**src/rtl/uk101_pkg.sv**
```systemverilog
// rtl/uk101_pkg.sv - shared types and constants for the ASCII load sequencer
// Purpose: state encoding of the keystroke output FSM and the ASCII/ioctl
//          constants used when filtering and pacing the "Load Ascii" stream.
// Ports:   none (package).
package uk101_pkg;

  typedef enum logic [1:0] {
    LS_IDLE,
    LS_PRESENT,
    LS_GAP
  } ls_state_t;

  localparam logic [7:0] ASCII_CR        = 8'h0D;
  localparam logic [7:0] ASCII_LF        = 8'h0A;
  localparam logic [7:0] IOCTL_IDX_ASCII = 8'd0;

endpackage

```
**src/rtl/ls_fifo.sv**
```systemverilog
// rtl/ls_fifo.sv - small synchronous byte FIFO with occupancy count
// Purpose: buffers file bytes between hps_io writes and paced ACIA delivery.
//          A write and a pop in the same cycle both take effect; a write while
//          full is accepted only if a pop frees a slot in that same cycle.
// Ports:
//   i_clk, i_reset     clock, synchronous active-high reset
//   i_wr, i_wdata      write strobe and data
//   i_rd               pop strobe (ignored when empty)
//   o_rdata            head entry (valid when !o_empty)
//   o_count            number of stored entries, 0..DEPTH
//   o_full, o_empty    occupancy flags
module ls_fifo #(
  parameter int DEPTH = 16,
  parameter int W     = 8
) (
  input  logic                     i_clk,
  input  logic                     i_reset,
  input  logic                     i_wr,
  input  logic [W-1:0]             i_wdata,
  input  logic                     i_rd,
  output logic [W-1:0]             o_rdata,
  output logic [$clog2(DEPTH):0]   o_count,
  output logic                     o_full,
  output logic                     o_empty
);

  localparam int AW = $clog2(DEPTH);
  localparam logic [AW:0]   FULL_CNT = (AW+1)'(DEPTH);
  localparam logic [AW:0]   CNT_ONE  = (AW+1)'(1);
  localparam logic [AW-1:0] PTR_ONE  = AW'(1);

  logic [W-1:0]  r_mem [DEPTH];
  logic [AW-1:0] r_wptr;
  logic [AW-1:0] r_rptr;
  logic [AW:0]   r_count;
  logic          w_do_wr;
  logic          w_do_rd;

  assign o_full  = (r_count == FULL_CNT);
  assign o_empty = (r_count == '0);
  assign o_count = r_count;
  assign o_rdata = r_mem[r_rptr];

  assign w_do_rd = i_rd & ~o_empty;
  assign w_do_wr = i_wr & (~o_full | w_do_rd);

  // Storage is not reset; only the pointers define what is valid.
  always_ff @(posedge i_clk) begin
    if (w_do_wr) begin
      r_mem[r_wptr] <= i_wdata;
    end
  end

  // Pointers wrap naturally because DEPTH is a power of two.
  always_ff @(posedge i_clk) begin
    if (i_reset) begin
      r_wptr  <= '0;
      r_rptr  <= '0;
      r_count <= '0;
    end else begin
      if (w_do_wr) r_wptr <= r_wptr + PTR_ONE;
      if (w_do_rd) r_rptr <= r_rptr + PTR_ONE;
      case ({w_do_wr, w_do_rd})
        2'b10:   r_count <= r_count + CNT_ONE;
        2'b01:   r_count <= r_count - CNT_ONE;
        default: r_count <= r_count;
      endcase
    end
  end

endmodule

```
**src/rtl/ascii_load_sequencer.sv**
```systemverilog
// rtl/ascii_load_sequencer.sv - paces the OSD ASCII file into the ACIA receive path
// Purpose: turns the hps_io "Load Ascii" download into keystrokes separated by
//          a per-character or per-line idle gap, and muxes the ACIA receive
//          byte between this stream and the UART deserializer.
// Ports:
//   clk_sys, reset                      clock, synchronous active-high reset
//   load_from                           source select: 0 file, 1 UART
//   ioctl_download/index/wr/data        hps_io download interface
//   ioctl_wait                          backpressure to hps_io
//   uart_valid, uart_data               byte strobe from UART deserializer
//   rx_valid, rx_data, rx_ack           byte handshake toward the ACIA
//   busy                                file session active or bytes pending
//   overflow                            sticky: a file byte was dropped
module ascii_load_sequencer
  import uk101_pkg::*;
#(
  parameter int DEPTH     = 16,
  parameter int CHAR_GAP  = 48000,
  parameter int LINE_GAP  = 4800000,
  parameter int FILTER_LF = 1,
  parameter int GAP_W     = 23
) (
  input  logic       clk_sys,
  input  logic       reset,
  input  logic       load_from,
  input  logic       ioctl_download,
  input  logic [7:0] ioctl_index,
  input  logic       ioctl_wr,
  input  logic [7:0] ioctl_data,
  output logic       ioctl_wait,
  input  logic       uart_valid,
  input  logic [7:0] uart_data,
  output logic       rx_valid,
  output logic [7:0] rx_data,
  input  logic       rx_ack,
  output logic       busy,
  output logic       overflow
);

  localparam int CW = $clog2(DEPTH) + 1;
  localparam logic [CW-1:0]    WAIT_LVL   = CW'(DEPTH - 2);
  localparam logic [GAP_W-1:0] CHAR_RELD  = GAP_W'(CHAR_GAP - 1);
  localparam logic [GAP_W-1:0] LINE_RELD  = GAP_W'(LINE_GAP - 1);
  localparam logic [GAP_W-1:0] GAP_ONE    = GAP_W'(1);

  ls_state_t        r_state;
  ls_state_t        w_state_nxt;
  logic             r_src;
  logic             r_session;
  logic             r_dl_d;
  logic             r_wait;
  logic             r_overflow;
  logic [GAP_W-1:0] r_gap;
  logic [7:0]       r_file_data;
  logic [7:0]       r_uart_data;
  logic             r_uart_valid;

  logic [CW-1:0]    w_count;
  logic [7:0]       w_head;
  logic             w_full;
  logic             w_empty;
  logic             w_start;
  logic             w_sess;
  logic             w_is_lf;
  logic             w_wr;
  logic             w_ack_file;
  logic             w_end;
  logic             w_load;

  // A session opens on the download rising edge for the ASCII slot, only when
  // the file source is selected; w_sess lets the opening cycle accept a byte.
  assign w_start    = ioctl_download & ~r_dl_d & (ioctl_index == IOCTL_IDX_ASCII) & ~r_src;
  assign w_sess     = r_session | w_start;
  assign w_is_lf    = (FILTER_LF != 0) && (ioctl_data == ASCII_LF);
  assign w_wr       = ioctl_wr & w_sess & ~w_is_lf;
  assign w_ack_file = rx_ack & (r_state == LS_PRESENT) & ~r_src;
  assign w_end      = r_session & ~ioctl_download & w_empty & (r_state == LS_IDLE);

  ls_fifo #(
    .DEPTH (DEPTH),
    .W     (8)
  ) u_fifo (
    .i_clk   (clk_sys),
    .i_reset (reset),
    .i_wr    (w_wr),
    .i_wdata (ioctl_data),
    .i_rd    (w_ack_file),
    .o_rdata (w_head),
    .o_count (w_count),
    .o_full  (w_full),
    .o_empty (w_empty)
  );

  always_comb begin
    w_state_nxt = r_state;
    w_load      = 1'b0;
    case (r_state)
      LS_IDLE: begin
        if (~r_src && ~w_empty) begin
          w_state_nxt = LS_PRESENT;
          w_load      = 1'b1;
        end
      end
      LS_PRESENT: begin
        if (w_ack_file) w_state_nxt = LS_GAP;
      end
      LS_GAP: begin
        if (r_gap == '0) w_state_nxt = LS_IDLE;
      end
      default: w_state_nxt = LS_IDLE;
    endcase
  end

  always_ff @(posedge clk_sys) begin
    if (reset) begin
      r_state      <= LS_IDLE;
      r_src        <= load_from;
      r_session    <= 1'b0;
      r_dl_d       <= 1'b0;
      r_wait       <= 1'b0;
      r_overflow   <= 1'b0;
      r_gap        <= '0;
      r_file_data  <= '0;
      r_uart_data  <= '0;
      r_uart_valid <= 1'b0;
    end else begin
      r_state <= w_state_nxt;
      r_dl_d  <= ioctl_download;

      // Source only switches between sessions so a file always drains fully.
      if (r_state == LS_IDLE && ~w_sess) r_src <= load_from;

      if (w_start)    r_session <= 1'b1;
      else if (w_end) r_session <= 1'b0;

      if (w_start)                          r_overflow <= 1'b0;
      else if (w_wr & w_full & ~w_ack_file) r_overflow <= 1'b1;

      // Registered, so asserts one cycle late; the two-slot margin absorbs
      // the write hps_io may already have in flight.
      r_wait <= w_sess & (w_count >= WAIT_LVL);

      if (w_load) r_file_data <= w_head;

      if (w_ack_file)
        r_gap <= (r_file_data == ASCII_CR) ? LINE_RELD : CHAR_RELD;
      else if (r_state == LS_GAP && r_gap != '0)
        r_gap <= r_gap - GAP_ONE;

      // One-deep holding register; a newer byte overwrites an unread one.
      if (~r_src) begin
        r_uart_valid <= 1'b0;
      end else if (uart_valid) begin
        r_uart_valid <= 1'b1;
        r_uart_data  <= uart_data;
      end else if (rx_ack) begin
        r_uart_valid <= 1'b0;
      end
    end
  end

  assign rx_valid   = r_src ? r_uart_valid : (r_state == LS_PRESENT);
  assign rx_data    = r_src ? r_uart_data : r_file_data;
  assign busy       = r_session | (w_count != '0) | (r_state != LS_IDLE);
  assign overflow   = r_overflow;
  assign ioctl_wait = r_wait;

endmodule

```
**config.mk**
```make
export PLATFORM = sky130hd
export DESIGN_NAME = ascii_load_sequencer
export DESIGN_NICKNAME = d
export VERILOG_FILES = /design/src/rtl/uk101_pkg.sv /design/src/rtl/ls_fifo.sv /design/src/rtl/ascii_load_sequencer.sv
export SDC_FILE = /design/constraint.sdc
export NUM_CORES = 1
export LEC_CHECK = 0
export CORE_MARGIN = 10
export CORE_UTILIZATION = 42
export DETAILED_ROUTE_END_ITERATION = 10
export PLACE_DENSITY_LB_ADDON = 0.3
export SYNTH_ARGS = -nofsm -noshare
export SYNTH_HDL_FRONTEND = slang
export SYNTH_SLANG_ARGS = --single-unit
```
**constraint.sdc**
```tcl
create_clock -name clk_sys -period 7.2 [get_ports clk_sys]
set_input_delay 1.08 -clock clk_sys [delete_from_list [all_inputs] [get_ports clk_sys]]
set_output_delay 1.08 -clock clk_sys [all_outputs]
set_load 0.03 [all_outputs]
```
==> impl_metrics.ini, run 1 <==
[final_layout]
antennaDiodeCount = 0
drive_gt1_share_pct = 14.9
final_cell_count_no_fill = 859
areaGrowthSynthToFinish_pct = 15.5
fin_util_pct = 49.3
nNetsFinal = 653
fin_area_mm2 = 0.00922
fill_cells = 1583
regArea_mm2 = 0.00506
multi_input_area_mm2 = 0.00274
final_cell_mix = edfxtp_1 (129), dfxtp_1 (58), clkdlybuf4s50_1 (41), nor2_1 (36), a21oi_1 (34)
layout_commonest_cell = edfxtp_1

[worst_setup_path]
worstPathRequired_ns = 7.56
crit_end = u_fifo.o_count[4]
critPathMaxFanout = 17
worstReg2RegEnd = u_fifo.r_mem[13][3]
crit_buf_inv = 3
slowest_stage = clkdlybuf4s50_1
reg2reg_depth = 6
cp_num_cells = 11
crit_chain = clkdlybuf4s50_1 > or4b_1 > o21ai_1 > o21a_1 > inv_2 > fa_1 > inv_1 > a21o_1 > a21oi_1 > or4_1 > nand4_1
crit_type = input pin to flip-flop
worstReg2RegStart = r_src
crit_family = simple AND/OR/NAND/NOR gates
critPathCaptureType = flip-flop
r2r_setup_slack_ns = 3.60
critical_path.startpoint = ioctl_data[7]
start_kind = input pin
cp_slowest_stage_delay_ns = 0.69
arrival_ns = 4.65

[synth]
synth.cell_area_mm2 = 0.00798
synth_warnings = 0
syn_avg_cell_area_um2 = 13.9
syn_inst = 573
ys_seq_area_share_pct = 63.3
synth_edf_count = 129
synth_nets = 614
async_flop_share_pct = 0
synth_flop_cell = edfxtp_1
ys_types = 58
ys_ff_latch = 188

[clock_network]
numCtsBuffers = 17
worstSkewPairLatency_ns = 0.43
htreeDepth = 4
hold_buffers = 0
cts_tree = done
clkTransAtPathRegs_ns = 0.07
cts_buffer_depth = 2
cts-resized-gates = 0
post_cts_buffers = 0
clock_sinks = 188
ctsRootBufferMaster = clkbuf_16

[sta]
slew_viol_final = 0
setup_viol = 0
finalCritPeriodShare_pct = 59.5
relSlewSlack_pct = 9.11
tightestPinTransition_ns = 1.36
hold_viol_final = 0
rsz0062_at_grt = no
finalWorstSetupSlack_ns = 2.92
period_needed_ns = 4.28
holdWs_ns = 0.459
setup_tns_ns = 0
skew_ns = 0.0149
fmax_mhz = 234

[floorplan]
die_area_mm2 = 0.0249
core_mm2 = 0.0187
die-width_um = 158
ioPinCount = 43
start_util_pct = 42.7
die_y_um = 158
rows = 50

[global_routing]
grt_max_degree = 52
grt_pass1_wl_mm = 27.5
antenna_found_initial = 1
globalRoute.totalOverflow = 0
grtUsageTotal_pct = 14.4
first_global_vias = 4953

[pwr]
p_leak_nw = 2.97
p_total_mw = 2.11
ir_drop_mv = 0.149
cellPowerDensity_mw_per_mm2 = 229

[place]
hpwl_mm = 11.3
postPlaceCellArea_mm2 = 0.00863
dpl.cell_count = 827
gp_congestion = 0.781
place_ws_ns = 2.50
port_buffers = 42

[job]
cap_violations = 0

[detailed_routing]
drt_first_pass_iters = 5
wirelength_mm = 17.4
vias_per_cell = 5.73
via_count = 4918
wire_per_inst_um = 20.2
postRouteAntennaNets = 0
drcViolationCount = 0
drt_iter0_markers = 494

[min_path]
hold_path.class = flip-flop to flip-flop

[outcome]
status = finished, final reports clean
-- layer usage --
metal / vias to the layer above / part of all wire [%] / GRT usage, %
met5: - / 0.10 / 0
met4: 2 / 0.91 / 4.10
met3: 17 / 6.8 / 4.12
met2: 151 / 48 / 23.3
met1: 2437 / 44 / 18.6
li1: 2311 / - / -
-- synthesized netlist by cell type, types with 4 or more instances --
| library cell | n | share of area (%) |
|---|---|---|
| a211oi_1 | 15 | 1.4 |
| a21oi_1 | 34 | 2.1 |
| a22o_1 | 9 | 0.99 |
| a311oi_1 | 4 | 0.44 |
| a31oi_1 | 9 | 0.71 |
| buf_1 | 4 | 0.19 |
| clkbuf_1 | 23 | 1.1 |
| dfxtp_1 | 59 | 15 |
| edfxtp_1 | 129 | 49 |
| ha_1 | 9 | 1.4 |
| inv_1 | 12 | 0.56 |
| mux2_2 | 8 | 1.1 |
| mux2i_1 | 9 | 1.1 |
| mux4_2 | 32 | 9.0 |
| nand2_1 | 24 | 1.1 |
| nand2b_1 | 6 | 0.47 |
| nand3_1 | 20 | 1.3 |
| nand3b_1 | 6 | 0.56 |
| nor2_1 | 36 | 1.7 |
| nor2b_1 | 12 | 0.94 |
| nor3_1 | 23 | 1.4 |
| nor3b_1 | 4 | 0.38 |
| o21ai_0 | 5 | 0.31 |
| o21ai_1 | 9 | 0.56 |
| or4_1 | 8 | 0.75 |
| xnor2_1 | 9 | 0.99 |
| xor2_1 | 5 | 0.55 |
-- worst reg2reg max path, cell delays in order, from the launching register on --
cell	delay, ns
edfxtp_1	0.72
nor4b_1	0.54
a31oi_1	0.14
buf_4	0.20
nor3_1	0.51
nand2_1	0.21
nor2_1	0.89
-- where the power goes --
group	leakage [nW]	total, mW	switching (mW)	internal [mW]
logic	1.04	0.0493	0.0273	0.0221
registers	1.64	1.16	0.00337	1.15
clock network	0.287	0.907	0.441	0.466
total	2.97	2.11	0.471	1.64
-- flip-flops by register name, indices dropped and copies added, names as in the netlist, 2 cells and up --
register / cells
r_gap: 23
u_fifo.r_mem: 128
r_uart_data: 8
r_state: 2
u_fifo.o_count: 5
r_file_data: 8
u_fifo.r_wptr: 4
u_fifo.r_rptr: 4
-- kinds of logic after synthesis --
group	share of synthesized area (%)
DFF	63.3
and+or+nand+nor	11.5
AOI/OAI and AO/OA	8.42
muxes	11.3
buffers and inverters	2.30
xor gates and xnor gates	1.54
adders and majority gates	1.66
-- final cells by class --
| cell class | instances | area share, % |
|---|---|---|
| sequential | 188 | 54.9 |
| inverter | 13 | 0.530 |
| tap | 234 | 3.18 |
| multi-input combinational | 340 | 29.8 |
| clock buffer | 17 | 4.62 |
| clock inverter | 15 | 1.72 |
| timing repair buffer | 52 | 5.32 |
-- how the worst min path moves through the flow --
| stage | from | to | cells past startpoint |
|---|---|---|---|
| after global placement | r_uart_data[4] | r_uart_data[4] | 2 |
| after global routing | r_uart_data[5] | r_uart_data[5] | 2 |
| final | r_uart_data[6] | r_uart_data[6] | 2 |
| after floorplan | r_uart_data[0] | r_uart_data[0] | 2 |
| after CTS | r_uart_data[6] | r_uart_data[6] | 2 |
| after detailed placement | r_uart_data[6] | r_uart_data[6] | 2 |
Power figures use the tool's default switching activity.
==> run 2, diff against run 1 <==
clock period = 4.46 ns   (was 7.2 ns; I/O delays follow)
==> impl_metrics.ini, run 2 (synthesis results as in run 1) <==
[floorplan]
start_util_pct = 42.7
ioPinCount = 43
die-width_um = 158
die_area_mm2 = 0.0249
rows = 50
core_mm2 = 0.0187
die_y_um = 158

[worst_setup_path]
crit_type = flip-flop to flip-flop
worstPathRequired_ns = 4.83
critPathCaptureType = flip-flop
arrival_ns = 3.96
r2r_setup_slack_ns = 0.88
worstReg2RegStart = r_src
start_kind = flip-flop
worstReg2RegEnd = u_fifo.o_count[4]
reg2reg_depth = 11
critPathMaxFanout = 26

[sta]
tightestPinTransition_ns = 1.20
setup_viol = 0
period_needed_ns = 3.58
slew_viol_final = 0
finalCritPeriodShare_pct = 80.3
relSlewSlack_pct = 19.9
fmax_mhz = 279
hold_viol_final = 0
skew_ns = 0.0102
setup_tns_ns = 0
rsz0062_at_grt = no

[final_layout]
final_cell_mix = edfxtp_1 (129), dfxtp_1 (58), clkdlybuf4s50_1 (41), nor2_1 (36), a21oi_1 (34)
antennaDiodeCount = 0
fin_util_pct = 49.6
max_flop_register = u_fifo.r_mem
nNetsFinal = 666
fill_cells = 1596
drive_gt1_share_pct = 16.6
reg_top3 = u_fifo.r_mem (128), r_gap (23)
regArea_mm2 = 0.00506
final_cell_count_no_fill = 872
areaGrowthSynthToFinish_pct = 16.3
largest_register_ffs = 128
multi_input_area_mm2 = 0.00274
layout_commonest_cell = edfxtp_1

[place]
hpwl_mm = 11.6
port_buffers = 42
gp_congestion = 0.822
dpl.cell_count = 840

[clock_network]
cts-resized-gates = 0
ctsRootBufferMaster = clkbuf_16
cts_buffer_depth = 2
worstSkewPairLatency_ns = 0.43
numCtsBuffers = 17
htreeDepth = 4
clock_sinks = 188
hold_buffers = 0
clkTransAtPathRegs_ns = 0.07
post_cts_buffers = 0
cts_tree = done

[pwr]
sw_frac_of_total_pct = 21.9
clock_power_share_pct = 42.0
p_seq_share_pct = 55.4
p_switching_mw = 0.738
p_leak_nw = 3.01
combPwrFrac_pct = 2.7
cellPowerDensity_mw_per_mm2 = 364
p_int_mw = 2.64
ir_drop_mv = 0.266

[job]
cap_violations = 0

[detailed_routing]
postRouteAntennaNets = 0
vias_per_cell = 5.69
wirelength_mm = 17.1
drt_first_pass_iters = 5
drt_iter0_markers = 351
via_count = 4962
wire_per_inst_um = 19.6
drcViolationCount = 0

[outcome]
status = finished, final reports clean

[global_routing]
grtUsageTotal_pct = 14.3
grt_pass1_wl_mm = 27.3
globalRoute.totalOverflow = 0
first_global_vias = 5014
grt_max_degree = 52
antenna_found_initial = 1

[min_path]
hp-start = r_uart_data[2]
hold_end = r_uart_data[2]
hold_path.class = flip-flop to flip-flop
hold_depth = 2
==> run 2: cell count changes in the layout (fill, tap and decap cells not counted) <==
cell	change
buf_4	+13
clkinv_2	+1
clkinv_4	+1
clkinv_8	-3
clkinvlp_4	+3
inv_6	-2
==> run 2: worst max-delay path by stage <==
stage | from | endpoint | slack [ns] | cells past startpoint
floorplan | ioctl_data[7] | u_fifo.o_count[4] | 1.25 | 11
global placement | ioctl_data[2] | u_fifo.o_count[4] | 0.60 | 12
detailed placement | ioctl_data[2] | u_fifo.o_count[4] | 0.47 | 12
CTS | ioctl_data[2] | u_fifo.o_count[4] | 0.91 | 12
global route | r_src | u_fifo.o_count[4] | 0.61 | 11
finish | r_src | u_fifo.o_count[4] | 0.88 | 11
==> run 2: metal layers <==
| layer | vias to the layer above | track usage, % | part of all wire, % |
|---|---|---|---|
| met5 | - | 0 | 0 |
| met4 | 0 | 3.16 | 0.70 |
| met3 | 14 | 4.07 | 6.2 |
| met2 | 117 | 22.5 | 47 |
| met1 | 2487 | 19.1 | 46 |
| li1 | 2344 | - | - |
==> run 2: worst max-delay path, stage by stage (launching register included) <==
cell	delay, ns
edfxtp_1	0.87
nor4b_1	0.17
a31oi_1	0.49
buf_4	0.26
o21a_1	0.34
inv_2	0.11
fa_1	0.42
inv_1	0.11
a21o_1	0.13
a21oi_1	0.10
or4_1	0.43
nand4_1	0.09
==> run 2: final cells by class <==
class | instances | share of cell area, %
sequential | 188 | 54.5
clock inverter | 15 | 1.39
tap | 234 | 3.15
timing repair buffer | 65 | 6.34
clock buffer | 17 | 4.58
multi-input combinational | 340 | 29.5
inverter | 13 | 0.526
==> run 2: stage by stage <==
stage	hold slack [ns]	setup WS (ns)	total power [mW]	cell area, um2
after floorplan	0.433	1.25	1.94	7980
after global placement	0.439	0.600	2.00	8730
after detailed placement	0.443	0.468	2.00	8730
after CTS	0.452	0.911	3.40	9280
after global routing	0.490	0.611	3.49	9280
final	0.452	0.879	3.37	9280
==> run 2: power by group through the flow <==
stage,registers (mW),logic [mW],clock network [mW]
after floorplan,1.90,0.0304,0
after global placement,1.91,0.0881,0
after detailed placement,1.91,0.0903,0
after CTS,1.87,0.0907,1.44
after global routing,1.87,0.0981,1.52
final,1.87,0.0897,1.42
